$ cat src/rtl/lead_count_unit_pkg.sv
// Shared constants for the leading-zero/one count unit: opcode encodings and FSM states.
package lead_count_unit_pkg;

    localparam logic OP_CLZ = 1'b0;
    localparam logic OP_CLO = 1'b1;

    typedef enum logic [1:0] {
        ST_IDLE   = 2'b00,
        ST_SEARCH = 2'b01,
        ST_DONE   = 2'b10
    } state_t;

endpackage

$ cat src/rtl/lead_count_step.sv
// One binary-search step: if the top w bits of x are all zero, count them and shift them out.
module lead_count_step #(
    parameter int WIDTH = 32,
    parameter int CNT_W = 6
) (
    input  logic [WIDTH-1:0] x,
    input  logic [CNT_W-1:0] cnt,
    input  logic [CNT_W-1:0] w,
    output logic [WIDTH-1:0] x_next,
    output logic [CNT_W-1:0] cnt_next
);

    logic [WIDTH-1:0] top_mask;
    logic             top_zero;

    // The mask selects the upper w bits; a masked compare avoids a variable-width part select.
    always_comb begin
        top_mask = ~({WIDTH{1'b1}} >> w);
        top_zero = ((x & top_mask) == {WIDTH{1'b0}});
        if (top_zero) begin
            x_next   = x << w;
            cnt_next = cnt + w;
        end else begin
            x_next   = x;
            cnt_next = cnt;
        end
    end

endmodule

$ cat src/rtl/lead_count_unit.sv
// Multi-cycle CLZ/CLO unit: log2(WIDTH)-step binary search with a start/busy/done handshake.
module lead_count_unit
    import lead_count_unit_pkg::*;
#(
    parameter  int WIDTH = 32,
    localparam int STEPS = $clog2(WIDTH),
    localparam int CNT_W = STEPS + 1
) (
    input  logic             clk,
    input  logic             reset,
    input  logic             start,
    input  logic             op,
    input  logic [WIDTH-1:0] A,
    output logic             busy,
    output logic             done,
    output logic [CNT_W-1:0] result
);

    localparam logic [CNT_W-1:0] W_INIT = CNT_W'(WIDTH / 2);
    localparam logic [CNT_W-1:0] W_LAST = CNT_W'(1);

    state_t           state_r;
    state_t           state_nx;
    logic [WIDTH-1:0] x_r;
    logic [WIDTH-1:0] x_nx;
    logic [WIDTH-1:0] step_x;
    logic [CNT_W-1:0] cnt_r;
    logic [CNT_W-1:0] cnt_nx;
    logic [CNT_W-1:0] step_cnt;
    logic [CNT_W-1:0] w_r;
    logic [CNT_W-1:0] w_nx;
    logic [CNT_W-1:0] result_r;
    logic [CNT_W-1:0] result_nx;
    logic [WIDTH-1:0] load_x;

    lead_count_step #(
        .WIDTH (WIDTH),
        .CNT_W (CNT_W)
    ) u_step (
        .x        (x_r),
        .cnt      (cnt_r),
        .w        (w_r),
        .x_next   (step_x),
        .cnt_next (step_cnt)
    );

    // CLO is computed as CLZ of the inverted operand.
    always_comb begin
        case (op)
            OP_CLZ:  load_x = A;
            OP_CLO:  load_x = ~A;
            default: load_x = A;
        endcase
    end

    // Next-state and datapath updates; every register holds unless its state says otherwise.
    always_comb begin
        state_nx  = state_r;
        x_nx      = x_r;
        cnt_nx    = cnt_r;
        w_nx      = w_r;
        result_nx = result_r;
        case (state_r)
            ST_IDLE: begin
                if (start) begin
                    x_nx     = load_x;
                    cnt_nx   = {CNT_W{1'b0}};
                    w_nx     = W_INIT;
                    state_nx = ST_SEARCH;
                end else begin
                    state_nx = ST_IDLE;
                end
            end
            ST_SEARCH: begin
                x_nx   = step_x;
                cnt_nx = step_cnt;
                w_nx   = w_r >> 1;
                if (w_r == W_LAST) begin
                    // After the last shift only the MSB is untested; it supplies the final +1.
                    result_nx = step_cnt + {{(CNT_W-1){1'b0}}, ~step_x[WIDTH-1]};
                    state_nx  = ST_DONE;
                end else begin
                    state_nx = ST_SEARCH;
                end
            end
            ST_DONE: begin
                if (start) begin
                    x_nx     = load_x;
                    cnt_nx   = {CNT_W{1'b0}};
                    w_nx     = W_INIT;
                    state_nx = ST_SEARCH;
                end else begin
                    state_nx = ST_IDLE;
                end
            end
            default: begin
                state_nx = ST_IDLE;
            end
        endcase
    end

    // State and datapath registers with synchronous active-low reset.
    always_ff @(posedge clk) begin
        if (!reset) begin
            state_r  <= ST_IDLE;
            x_r      <= {WIDTH{1'b0}};
            cnt_r    <= {CNT_W{1'b0}};
            w_r      <= {CNT_W{1'b0}};
            result_r <= {CNT_W{1'b0}};
        end else begin
            state_r  <= state_nx;
            x_r      <= x_nx;
            cnt_r    <= cnt_nx;
            w_r      <= w_nx;
            result_r <= result_nx;
        end
    end

    assign busy   = (state_r == ST_SEARCH);
    assign done   = (state_r == ST_DONE);
    assign result = result_r;

endmodule

$ cat config.mk
export PLATFORM = sky130hd
export DESIGN_NAME = lead_count_unit
export DESIGN_NICKNAME = d
export VERILOG_FILES = /design/src/rtl/lead_count_unit_pkg.sv /design/src/rtl/lead_count_step.sv /design/src/rtl/lead_count_unit.sv
export SDC_FILE = /design/constraint.sdc
export NUM_CORES = 1
export LEC_CHECK = 0
export ABC_AREA = 1
export CORE_ASPECT_RATIO = 2
export CORE_UTILIZATION = 35
export CTS_CLUSTER_DIAMETER = 150
export CTS_CLUSTER_SIZE = 30
export DETAILED_ROUTE_END_ITERATION = 8
export HOLD_SLACK_MARGIN = 0.15
export PLACE_DENSITY = 0.57
export SETUP_SLACK_MARGIN = 0.15
export SLEW_MARGIN = 40
export SYNTH_ARGS = -nofsm -noshare
export SYNTH_HDL_FRONTEND = slang
export SYNTH_SLANG_ARGS = --single-unit
export TNS_END_PERCENT = 1
$ cat constraint.sdc
create_clock -name clk -period 3 [get_ports clk]
set_input_delay 0.6 -clock clk [delete_from_list [all_inputs] [get_ports clk]]
set_output_delay 0.6 -clock clk [all_outputs]
set_load 0.1 [all_outputs]
# After elaboration in Yosys (flattened, before gate mapping)
# Cells that the tools add are included.
# W data, S select, Z words.
dict set report totals {
  regBits 52
  in_bits 36
  out_inout_bits 8
}
dict set report op_classes {
  n_addsub 2
  eq_ne 5
  shifts 2
  mux 12
  bitwise_logic 5
  n_reduce_logical 7
}
# op count
set ops {}
lappend ops {{$pmux W32 S2} 2}
lappend ops {{$mux W32} 2}
lappend ops {{$not A32 Y32} 2}
lappend ops {{$and A32 B32 Y32} 1}
lappend ops {{$logic_not A32 Y1} 1}
lappend ops {{$shl A32 B6 Y32} 1}
lappend ops {{$shr A32 B6 Y32 const A} 1}
lappend ops {{$pmux W6 S2} 2}
lappend ops {{$mux W6} 3}
lappend ops {{$add A6 B1 Y6} 1}
lappend ops {{$add A6 B6 Y6} 1}
lappend ops {{$eq A6 B1 Y1 const B} 1}
lappend ops {{$ne A2 B1 Y1 const B} 2}
lappend ops {{$pmux W2 S2} 1}
lappend ops {{$reduce_and A2 Y1} 2}
lappend ops {{$reduce_and A3 Y1} 1}
lappend ops {{$eq A2 B1 Y1 const B} 1}
lappend ops {{$eq A2 B2 Y1 const B} 1}
lappend ops {{$logic_not A2 Y1} 1}
lappend ops {{$mux W2} 1}
lappend ops {{$not A1 Y1} 2}
lappend ops {{$reduce_bool A2 Y1} 1}
lappend ops {{$reduce_or A2 Y1} 1}
lappend ops {{$mux W1} 1}

# Longest topological paths before layout
dict set report depth {
  ltp_word 7
  ltp_mapped 24
}

# Cells and area by module
# Synthesis repeated with hierarchy kept, for this count alone.
dict set report unflattened {
  hier_cells 1051
  area_unflattened_um2 5728.0
}
# mod instances cells_each area_each_um2
set modules_own_cells {}
lappend modules_own_cells {lead_count_step 1 656 3020.4}
lappend modules_own_cells {lead_count_unit 1 395 2707.6}

# Worst setup path after synthesis
# OpenSTA, ideal clock, no wires.
dict set report synth_timing {
  path_kind {flip-flop to output port}
  start {register state_r[0]}
  end {output busy}
  t_arrival_ns 2.047
  path_slack_ns 0.353
  stages_incl_launch_ff 5
  path_cell_list {dfxtp_1 > clkbuf_1 > clkinv_1 > nor2_1 > clkbuf_1}
}
dict set report synth_between {
  elab_chain_cells 1
}
# element line
set synth_lines {}
lappend synth_lines {{from (decl)} lead_count_unit.sv:22} ;# state_t state_r;
lappend synth_lines {{from (signal assigned)} lead_count_unit.sv:111} ;# state_r <= state_nx;
lappend synth_lines {{$eq A2 B1 Y1} lead_count_unit.sv:119} ;# assign busy = (state_r == ST_SEARCH);
lappend synth_lines {{to (decl)} lead_count_unit.sv:14} ;# output logic busy,
# No other way between the ends.

# Final worst setup path
dict set report layout_timing {
  start {register w_r[2]}
  end {register result_r[5] (netlist: result[5])}
}
dict set report layout_between {
  elab_chain_cells 7
  word_cells_on_any_way 12
  classes_between {2 x add/sub; 1 x eq/ne; 2 x shift; 2 x mux; 3 x bitwise; 2 x reduce/logical}
}
# element line
set layout_lines {}
lappend layout_lines {{from (decl)} lead_count_unit.sv:30} ;# logic [CNT_W-1:0] w_r;
lappend layout_lines {{from (signal assigned)} lead_count_unit.sv:108} ;# w_r <= {CNT_W{1'b0}};
lappend layout_lines {{from (signal assigned)} lead_count_unit.sv:114} ;# w_r <= w_nx;
lappend layout_lines {{$shr A32 B6 Y32} lead_count_step.sv:18} ;# top_mask = ~({WIDTH{1'b1}} >> w);
lappend layout_lines {{$not A32 Y32} lead_count_step.sv:18}
lappend layout_lines {{$and A32 B32 Y32} lead_count_step.sv:19} ;# top_zero = ((x & top_mask) == {WIDTH{1'b0}});
lappend layout_lines {{$logic_not A32 Y1} lead_count_step.sv:19}
lappend layout_lines {{$mux W32} lead_count_step.sv:20} ;# if (top_zero) begin
lappend layout_lines {{$not A1 Y1} lead_count_unit.sv:80} ;# result_nx = step_cnt + {{(CNT_W-1){1'b0}}, ~step_x[WIDTH-1]};
lappend layout_lines {{$add A6 B1 Y6} lead_count_unit.sv:80}
lappend layout_lines {{to (signal assigned)} lead_count_unit.sv:109} ;# result_r <= {CNT_W{1'b0}};
lappend layout_lines {{to (signal assigned)} lead_count_unit.sv:115} ;# result_r <= result_nx;
lappend layout_lines {{to (decl)} lead_count_unit.sv:32} ;# logic [CNT_W-1:0] result_r;
# Parallel ways exist; a longest one is shown, timed or not. The select of a mux whose other input is x is not followed.
# A chain may end at the register's enable or synchronous reset.

==> key figures <==
Timing
  – Min Clock Period, post-route: ~2.7 ns
  – Count of endpoints failing setup in the final report: 0
  – RSZ-0062 raised after global routing: false
  – Setup Skew: 0.00470 ns
  – Setup TNS: 0 ns
  – Maximum clock rate: 371 MHz
  – Fin. max-slew vios: 0
  – Slack of the critical path: 0.308 ns
  – Number of endpoints with negative hold slack in the final report: 0
  – Part of the cycle the worst path needs: 89.7%
  – Worst slew margin: 44.5%
  – Actual transition at the worst max-transition pin: 0.824 ns

Synthesis
  – Synth Area per Inst: around 5.8 µm²
  – Post-synthesis share of cell area spent on xor and xnor gates: approximately 2.1%
  – Synthesized instance count: 776
  – Simple-Gate Fraction of Synth Area: between 30% and 40%
  – Share of the yosys chip area belonging to registers: 22.5%
  – Most frequently used flop master after synthesis: dfxtp_1
  – Combinational family with the most area after synthesis: simple AND/OR/NAND/NOR gates
  – Yosys warning count: 0
  – Netlist cell types: 45
  – Mapped cell area: 4530 µm²
  – Post-synthesis mux area share: less than 1%
  – Post-synthesis register bit count: 51
  – Number of flops mapped to enable cells by yosys: 0
  – Synthesized net count: 820
  – FFs w/ async S/R, synth: 0%
  – Fraction of the mapped netlist area in compound gates: 29.6%
  – Adder-cell area share of the yosys netlist: about 2.4%

Clock tree
  – CTS H-Tree Depth: 2
  – Clock Sinks: 51
  – Clock tree from TritonCTS: built
  – Clock Pin Slew Worst Setup and Hold Paths: 0.08 ns
  – Root buffer selected by CTS: clkbuf_16
  – Clock latency reported for the late side of the worst-skew pair: 0.30 ns
  – Number of buffers added by the clock tree synthesis step: 5
  – Worst-case clock buffer depth: 2
  – Post-CTS Hold Buffers: 0

Cells and area
  – Non-filler cells in the finished layout: 986
  – Fraction of layout instances using a drive strength above 1: between 10% and 20%
  – Final design area excluding fillers: 5630 µm²
  – Number of nets in the final layout: 879
  – Most common library cell in the layout ignoring fill and taps: nand2_1
  – Area grow syn2layout: 24.2%
  – Commonest cells after routing, fill and taps aside: nand2_1 (221), o21ai_0 (96), buf_4 (66)
  – Count of antenna diodes in the layout: 0

Floorplanning
  – Die W: 82.5 µm
  – Starting Density: 35.9%
  – Die H: 163 µm
  – Number of top-level pins: 44
  – Std-Cell Core Area: 12600 µm²
  – Die area: 13400 µm²
  – Rows: 58

Critical path
  – Maximum net fanout on the critical path: 13
  – Kind of start point of the critical path: flop
  – Register-to-Register Path Depth: 20
  – Category of the worst setup path capture point: flop
  – CP Data Arrival Time: a little under 3 ns
  – Register-to-register setup slack: 0.31 ns
  – Required time worst endpoint: between 3 and 4 ns
  – Worst setup path endpoint: result[5]
  – End of the worst register-to-register path: result[5]
  – Classification of the worst setup path: flop to flop
  – Beginning of the worst register-to-register path: w_r[2]
  – Timing startpoint of the critical path: w_r[2]

GRT
  – Antenna violations before repair: 0
  – Aggregate global routing overflow: 0
  – Via count of the first global-routing pass: 5466
  – Global-route usage over all layers: 34.3%
  – Largest net degree at the start of global routing: 61
  – Global-route wire length before repair: 32.4 mm

Routing
  – Vias per cell: 5.86
  – Via count: 5776
  – Count of nets left with antenna violations after detail routing: 0
  – Number of DRC violations after detailed routing: 0
  – Highest metal layer used by the detailed router: met4
  – DR WL met3: 1.32 mm
  – Post-Route WL: around 22 mm
  – Routed length on met1: 7.09 mm
  – Total iterations of the first detailed-routing run: 7
  – Number of design-rule violations left by the first detailed-router iteration: 495
  – Met2 Routed Length: between 10 and 15 mm
  – Detailed-route wire length per cell: 22.5 µm

Pwr
  – Net switching power: 1170 µW
  – Switching share of total power: 44.3%
  – Internal power: 1480 µW
  – Total leakage power: 0.00247 µW
  – Comb pwr share: between 40 and 50%
  – Clk network pwr share: 23.6%
  – Max IR drop VDD: 323 µV
  – Power per Cell Area: between 400 and 500 nW/µm²
  – Sequential cell fraction of total power: 32.2%

Placement
  – Count of buffers inserted at the top-level ports: 43
  – Placer Congestion: ~1.1
  – Worst setup slack before clock tree synthesis: between 0.06 and 0.07 ns
  – Instance area after placement: 5360 µm²
  – Post-DP HPWL: 16.9 mm
  – Number of placed instances with taps included: 970

Worst hold path
  – Path class of the lowest-slack min-delay path: flop to flop

Outcome
  – Outcome: finished clean

Run
  – Max Cap Violations: 0
-- state kept, by name (all words and copies together) (netlist names) --
signal   count
cnt_r        6
result       6
state_r      2
w_r          5
x_r         32
-- kinds of logic (layout without fill, tap and decap cells) --
| kind of cell | Yosys count | count (layout) |
|---|---|---|
| flops | 51 | 51 |
| mux | 1 | 1 |
| fa+ha+maj | 8 | 8 |
| compound gates | 245 | 245 |
| simple gates | 360 | 360 |
| buf+inv | 100 | 160 |
| xor+xnor | 11 | 11 |
-- final cells by class --
| type | instances | area, µm² |
|---|---|---|
| Timing Repair Buffer | 106 | 956 |
| Tap cell | 150 | 188 |
| Clock buffer | 5 | 125 |
| Clock inverter | 3 | 23.8 |
| Inverter | 46 | 181 |
| Multi-Input combinational cell | 625 | 3130 |
| Sequential cell | 51 | 1030 |
| Fill cell | 1388 | 7000 |
-- worst min-delay path by stage --
stage | from | endpoint | cells past startpoint
floorplan | x_r[30] | x_r[30] | 2
global placement | cnt_r[5] | cnt_r[5] | 2
detailed placement | cnt_r[5] | cnt_r[5] | 2
CTS | cnt_r[5] | cnt_r[5] | 2
global route | cnt_r[5] | cnt_r[5] | 2
finish | cnt_r[5] | cnt_r[5] | 2
-- metal layers --
layer / up-vias / global-route usage, %
li1: 2747 / -
met1: 2667 / 30.7
met2: 247 / 59.2
met3: 115 / 7.34
met4: 0 / 34.8
met5: - / 0
-- Yosys cell counts (4+ instances only) --
library cell,instances,area (µm²)
buf_1,8,30.0
or2_2,18,113
nand4_1,4,25.0
xor2_1,7,61.3
nand2_1,221,830
a31oi_1,21,131
o22ai_1,6,37.5
o221ai_1,4,35.0
clkinv_1,5,18.8
o211ai_1,6,45.0
a21o_1,7,52.6
clkbuf_1,25,93.8
ha_1,7,87.6
o21ai_1,24,120
dfxtp_1,51,1020
inv_1,38,143
buf_2,16,80.1
nand3_1,57,285
xnor2_1,4,35.0
a21oi_1,59,295
nor2_2,4,25.0
buf_4,4,30.0
nor2_1,46,173
o21ai_0,107,536
-- power by group through the flow --
stage	clock, µW	combinational, µW	sequential [µW]
after global placement	0	1100	857
final	625	1170	854
after detailed placement	0	1100	857
after floorplan	0	645	816
after global routing	651	1250	856
after CTS	631	1110	842
-- worst max-delay path, stage by stage (launching register included) --
cell and delay (ns):
dfxtp_2 0.37, buf_12 0.15, nor2_4 0.21, buf_4 0.17, nand3_2 0.06, nand2_1 0.06, nand2_1 0.04, nor2_1 0.13
nand3_2 0.13, nor2_4 0.14, nand2_4 0.09, inv_1 0.10, nand2_1 0.05, nand2_1 0.11, ha_2 0.21, nand3_1 0.07
nor2_1 0.14, nand2_1 0.08, nand2_1 0.06, nand3_1 0.07, a21oi_2 0.15
-- through the flow --
stage	util [%]	hold slack (ns)	power [µW]
global placement	42.5	0.456	1960
global route	44.6	0.503	2750
CTS	43.8	0.472	2580
detailed placement	42.5	0.460	1960
floorplan	-	0.445	1460
finish	44.6	0.473	2650
-- timing repair --
item	4_1_cts	5_1_grt
buffers inserted	2	6
setup endpoints to repair	8	25
gates resized for setup	1	27
pin swaps	1	5
cloned	0	0
No activity file was read; power rests on OpenSTA's default activity.
